### src/rtl/io_input_conditioner.sv
// ============================================================================
// Module   : io_input_conditioner
// Brief    : Switch/button synchronizer, debouncer and key-press edge detector
//            feeding the CPU I/O input CSR. Optional macro: IO_KEY_REPEAT_EN
// Revision : 1.0 - initial release
// ============================================================================
`default_nettype none

module io_input_conditioner #(
    parameter int SW_WIDTH        = 18,
    parameter int KEY_WIDTH       = 4,
    parameter int DEBOUNCE_CYCLES = 500000,
    parameter int REPEAT_DELAY    = 25000000,
    parameter int REPEAT_PERIOD   = 5000000
) (
    input  logic                 clk,
    input  logic                 rst,
    input  logic [SW_WIDTH-1:0]  sw_raw,
    input  logic [KEY_WIDTH-1:0] key_raw,
    output logic [SW_WIDTH-1:0]  sw_stable,
    output logic [KEY_WIDTH-1:0] key_stable,
    output logic [KEY_WIDTH-1:0] key_press,
    output logic [31:0]          io_word,
    output logic                 sw_changed,
    input  logic                 sw_ack
);

    localparam int N_BITS = SW_WIDTH + KEY_WIDTH;
    localparam int CNT_W  = (DEBOUNCE_CYCLES > 2) ? $clog2(DEBOUNCE_CYCLES) : 1;
    localparam logic [CNT_W-1:0] CNT_MAX = CNT_W'(DEBOUNCE_CYCLES - 1);

    logic [SW_WIDTH-1:0]  sw_s1, sw_s2;
    logic [KEY_WIDTH-1:0] key_s1, key_s2;
    logic [N_BITS-1:0]    d_all, stable_all, upd;
    logic [KEY_WIDTH-1:0] key_upd, key_next, key_rise, key_press_nxt;
    logic                 sw_upd;

    always_ff @(posedge clk or posedge rst) begin
        if (rst) begin
            sw_s1  <= '0;
            sw_s2  <= '0;
            key_s1 <= '1;
            key_s2 <= '1;
        end else begin
            sw_s1  <= sw_raw;
            sw_s2  <= sw_s1;
            key_s1 <= key_raw;
            key_s2 <= key_s1;
        end
    end

    // Keys and switches share one debounce array; keys are flipped to active-high first.
    assign d_all = {~key_s2, sw_s2};

    for (genvar i = 0; i < N_BITS; i++) begin : g_bit
        logic [CNT_W-1:0] cnt;

        assign upd[i] = (d_all[i] != stable_all[i]) && (cnt == CNT_MAX);

        always_ff @(posedge clk or posedge rst) begin
            if (rst) begin
                cnt <= '0;
            end else if (d_all[i] == stable_all[i] || cnt == CNT_MAX) begin
                cnt <= '0;
            end else begin
                cnt <= cnt + 1'b1;
            end
        end
    end

    always_ff @(posedge clk or posedge rst) begin
        if (rst) begin
            stable_all <= '0;
        end else begin
            stable_all <= stable_all ^ upd;
        end
    end

    assign sw_stable  = stable_all[SW_WIDTH-1:0];
    assign key_stable = stable_all[N_BITS-1:SW_WIDTH];
    assign io_word    = 32'(sw_stable);

    assign sw_upd   = |upd[SW_WIDTH-1:0];
    assign key_upd  = upd[N_BITS-1:SW_WIDTH];
    assign key_next = key_stable ^ key_upd;
    assign key_rise = key_upd & ~key_stable;

`ifdef IO_KEY_REPEAT_EN
    localparam int REP_MAX = (REPEAT_DELAY > REPEAT_PERIOD) ? REPEAT_DELAY : REPEAT_PERIOD;
    localparam int REP_W   = $clog2(REP_MAX + 1);

    logic [KEY_WIDTH-1:0] rep_hit;

    for (genvar k = 0; k < KEY_WIDTH; k++) begin : g_rep
        logic [REP_W-1:0] rcnt;
        logic             rphase;
        logic [REP_W-1:0] rtgt;

        // First interval is the hold delay, later intervals the repeat period.
        assign rtgt       = rphase ? REP_W'(REPEAT_PERIOD - 1) : REP_W'(REPEAT_DELAY - 1);
        assign rep_hit[k] = key_stable[k] && key_next[k] && (rcnt == rtgt);

        always_ff @(posedge clk or posedge rst) begin
            if (rst) begin
                rcnt   <= '0;
                rphase <= 1'b0;
            end else if (!key_next[k]) begin
                rcnt   <= '0;
                rphase <= 1'b0;
            end else if (key_stable[k]) begin
                if (rep_hit[k]) begin
                    rcnt   <= '0;
                    rphase <= 1'b1;
                end else begin
                    rcnt <= rcnt + 1'b1;
                end
            end
        end
    end

    assign key_press_nxt = key_rise | rep_hit;
`else
    assign key_press_nxt = key_rise;
`endif

    // A switch update in the same cycle as an ack keeps the flag set.
    always_ff @(posedge clk or posedge rst) begin
        if (rst) begin
            key_press  <= '0;
            sw_changed <= 1'b0;
        end else begin
            key_press <= key_press_nxt;
            if (sw_upd) begin
                sw_changed <= 1'b1;
            end else if (sw_ack) begin
                sw_changed <= 1'b0;
            end
        end
    end

endmodule

`default_nettype wire

### config.mk
export PLATFORM = sky130hd
export DESIGN_NAME = io_input_conditioner
export DESIGN_NICKNAME = d
export VERILOG_FILES = /design/src/rtl/io_input_conditioner.sv
export SDC_FILE = /design/constraint.sdc
export NUM_CORES = 1
export LEC_CHECK = 0
export ABC_AREA = 1
export CORE_MARGIN = 2
export CORE_UTILIZATION = 50
export CTS_CLUSTER_DIAMETER = 200
export DETAILED_ROUTE_END_ITERATION = 8
export GPL_ROUTABILITY_DRIVEN = 0
export PLACE_DENSITY_LB_ADDON = 0.15
export SYNTH_ARGS = -nofsm -noshare
export SYNTH_HDL_FRONTEND = slang
export SYNTH_SLANG_ARGS = --single-unit
### constraint.sdc
create_clock -name clk -period 16.3 [get_ports clk]
set_input_delay 3.26 -clock clk [delete_from_list [all_inputs] [get_ports clk]]
set_output_delay 3.26 -clock clk [all_outputs]
set_load 0.01 [all_outputs]
==> flow_summary.ini <==
[clock_network]
cts_resized = 0
cts_sinks = 489
tritoncts = yes
cts_setup_buffers = 0
cts-root-buf = clkbuf_16
htreeDepth = 2
cts_max_path_buffers = 3
hold_buffers = 0
clk_pin_slew_worst_paths_ns = 0.06
clk_latency_ns = 0.59
cts_buffers = 55

[die]
core_area_um2 = 47600
io_pins = 84
rows = 80
die_x_um = 223
fp.dieH_um = 223
die_area_um2 = 49900
start_util_pct = 50.5

[worst_setup_path]
path_max_fanout = 76
startpoint_type = primary input
end_kind = async pin
r2r_start = g_bit[11].cnt[0]
required_ns = 16.91
cp.arrival_ns = 6.03
setup.worst_path.start = rst
crit_type = primary input to async pin

[power]
powerDensity_nw_per_um2 = 97.5
worst_ir_drop_vdd_mv = 0.0661
p_leak_nw = 11.6

[logic_synthesis]
synthArstFlopShare_pct = 100
synthTopCellsByArea = dfrtp_1 50%, nor2_1 9.4%, nand2_1 7.1%, xor2_1 5.3%, inv_1 4.9%
yosysWarnings = 0
synth_cell_types = 39
synth_flop_cell = dfrtp_1
ys_ff_latch = 489
postSynthCellCount = 2887
synth_top_area_share_pct = 50.0
synth_top_cell_by_area = dfrtp_1
synth_edf_count = 0
synth_area_um2 = 24100
ys_seq_area_share_pct = 50.9
syn_avg_cell_area_um2 = 8.34

[placed_design]
hpwlAfterDp_um = 32000
numPortBuffers = 69

[layout]
drive_above_1_share_pct = 5.10
n_antenna_cell = 0
area_delta_synth_final_pct = 13.2
nets = 3023

[sta]
finalHoldViolations = 0
final.setup_skew_ns = 0.0156
fin_crit_ns = 5.42
hold_ws_ns = 0.350
drv_slew = 0
setup_violations = 0
worst_pin_slew_ns = 0.927
fin_crit_sh_pct = 33.2
slew_headroom_pct = 38.2
setup_tns_ns = 0
rsz0062_at_grt = false
max_freq_mhz = 185

[flow_run]
max_cap_violations = 0

[drt]
detail-route-antenna-nets = 0
drtIter0Drc = 1083
routed_wl_um = 45900
wl_per_cell_um = 12.6
num_vias = 18500
avgViaCountPerCell = 5.10
drt_first_pass_iters = 7
drc = 0

[outcome]
status = finished, final reports clean

[worst_hold_path]
hp-class = flip-flop to flip-flop
holdCritStartpoint = sw_s1[10]

[global_routing]
track_usage_pct = 18.8
grt_use_met3_pct = 2.70
grt_antenna_before_repair = 0
gr-total-overflow = 0
grt_util_met1_pct = 25.1
grtUsageMet2_pct = 31.9
top_usage_layer = met2
grt_pass1_vias = 18000
grt_pass1_wl_um = 80600
grt_start_max_net_pins = 161
-- through the flow --
stage / setup slack (ns) / util (%) / instances / area (µm²) / power (W)
global placement: 10.07 / 53.0 / 3530 / 25300 / 0.00135
CTS: 10.67 / 57.2 / 3633 / 27300 / 0.00270
finish: 10.88 / 57.2 / 3633 / 27300 / 0.00266
detailed placement: 10.04 / 53.0 / 3530 / 25300 / 0.00135
global route: 10.38 / 57.2 / 3633 / 27300 / 0.00277
floorplan: 6.42 / - / 2900 / 24100 / 0.00133
-- layout by cell type (no fill, tap or decap), types with 3 or more instances in the layout --
master	count
a21oi_1	109
a221oi_1	8
a31oi_1	12
and3_1	7
bufinv_16	10
clkbuf_1	8
clkbuf_16	57
clkbuf_8	7
clkdlybuf4s50_1	69
clkinv_2	12
clkinv_4	3
clkinvlp_4	5
conb_1	14
dfrtp_1	481
dfstp_2	8
ha_1	26
inv_1	312
mux2_2	18
nand2_1	458
nand2_2	4
nand3_1	186
nand3b_1	15
nand4_1	93
nor2_1	602
nor2_2	13
nor3_1	136
nor3_2	4
nor3b_1	31
nor4_1	14
o21a_1	7
o21ai_0	73
o21bai_1	4
xnor2_1	46
xor2_1	147
-- cells by family (layout without fill, tap and decap cells) --
family                   after synthesis  count (layout)  synth area share, %
multiplexers                          18              18                0.842
other                                  1              14               0.0156
flip-flops                           489             489                 50.9
AO/OA/AOI/OAI                        218             218                 4.93
XOR/XNOR                             193             193                 7.02
adder cells (fa/ha/maj)               26              26                 1.35
AND/OR/NAND/NOR                     1571            1571                 28.5
buffers and inverters                371             489                 6.48
-- where the power goes --
part / leakage [nW] / internal [W] / switching [W]
Sequential: 6.67 / 0.00123 / 0.0000137
Clock: 0.972 / 0.000830 / 0.000499
Combinational: 4.01 / 0.0000229 / 0.0000581
Total: 11.6 / 0.00209 / 0.000570
-- worst max-delay path, stage by stage --
cell and delay (ns):
clkdlybuf4s50_1 0.44, clkinvlp_4 0.60, buf_4 0.84, buf_4 0.81
-- Yosys cell counts, types with 8 or more instances --
| cell | n |
|---|---|
| nor4_1 | 14 |
| buf_2 | 20 |
| nor2_2 | 13 |
| mux2_2 | 18 |
| a221oi_1 | 8 |
| inv_1 | 313 |
| nand4_1 | 93 |
| dfstp_2 | 8 |
| a31oi_1 | 12 |
| xor2_1 | 147 |
| nor3b_1 | 31 |
| nand2_1 | 458 |
| nor3_1 | 136 |
| dfrtp_1 | 481 |
| a21oi_1 | 109 |
| nand3b_1 | 15 |
| nor2_1 | 602 |
| xnor2_1 | 46 |
| buf_4 | 34 |
| ha_1 | 26 |
| nand3_1 | 186 |
| o21ai_0 | 73 |
-- layout make-up --
class	count	area (µm²)
Clock buffer	72	1550
Timing Repair Buffer	73	746
Inverter	313	1180
Tap cell	615	769
Clock inverter	31	434
Fill cell	4258	20400
Multi-Input combinational cell	2040	10300
Sequential cell	489	12200
-- registers in the layout (all words and copies together), names as in the netlist, named ones only --
register and count:
key_s1 4, stable_all 4, sw_s2 18, sw_s1 18, g_bit.cnt 418, key_press 4
sw_changed 1, key_s2 4
-- path summary, 6_finish.rpt --
kind	cells after the start	end	slack (ns)
setup / recovery	4	g_bit[18].cnt[13]	10.88
hold / removal	0	sw_s2[10]	0.35
setup reg to reg	8	g_bit[11].cnt[18]	14.07
hold reg to reg	0	sw_s2[10]	0.35
max in group clk	1	io_word[6]	11.49
min in group asynchronous	2	sw_s1[16]	3.20
-- per-layer routing --
layer,wire (µm),up-vias
met5,0,-
met4,1050,0
met3,1480,69
met2,21600,251
met1,21800,8749
li1,-,9477
Note: power is estimated with default switching activity, not from simulation.
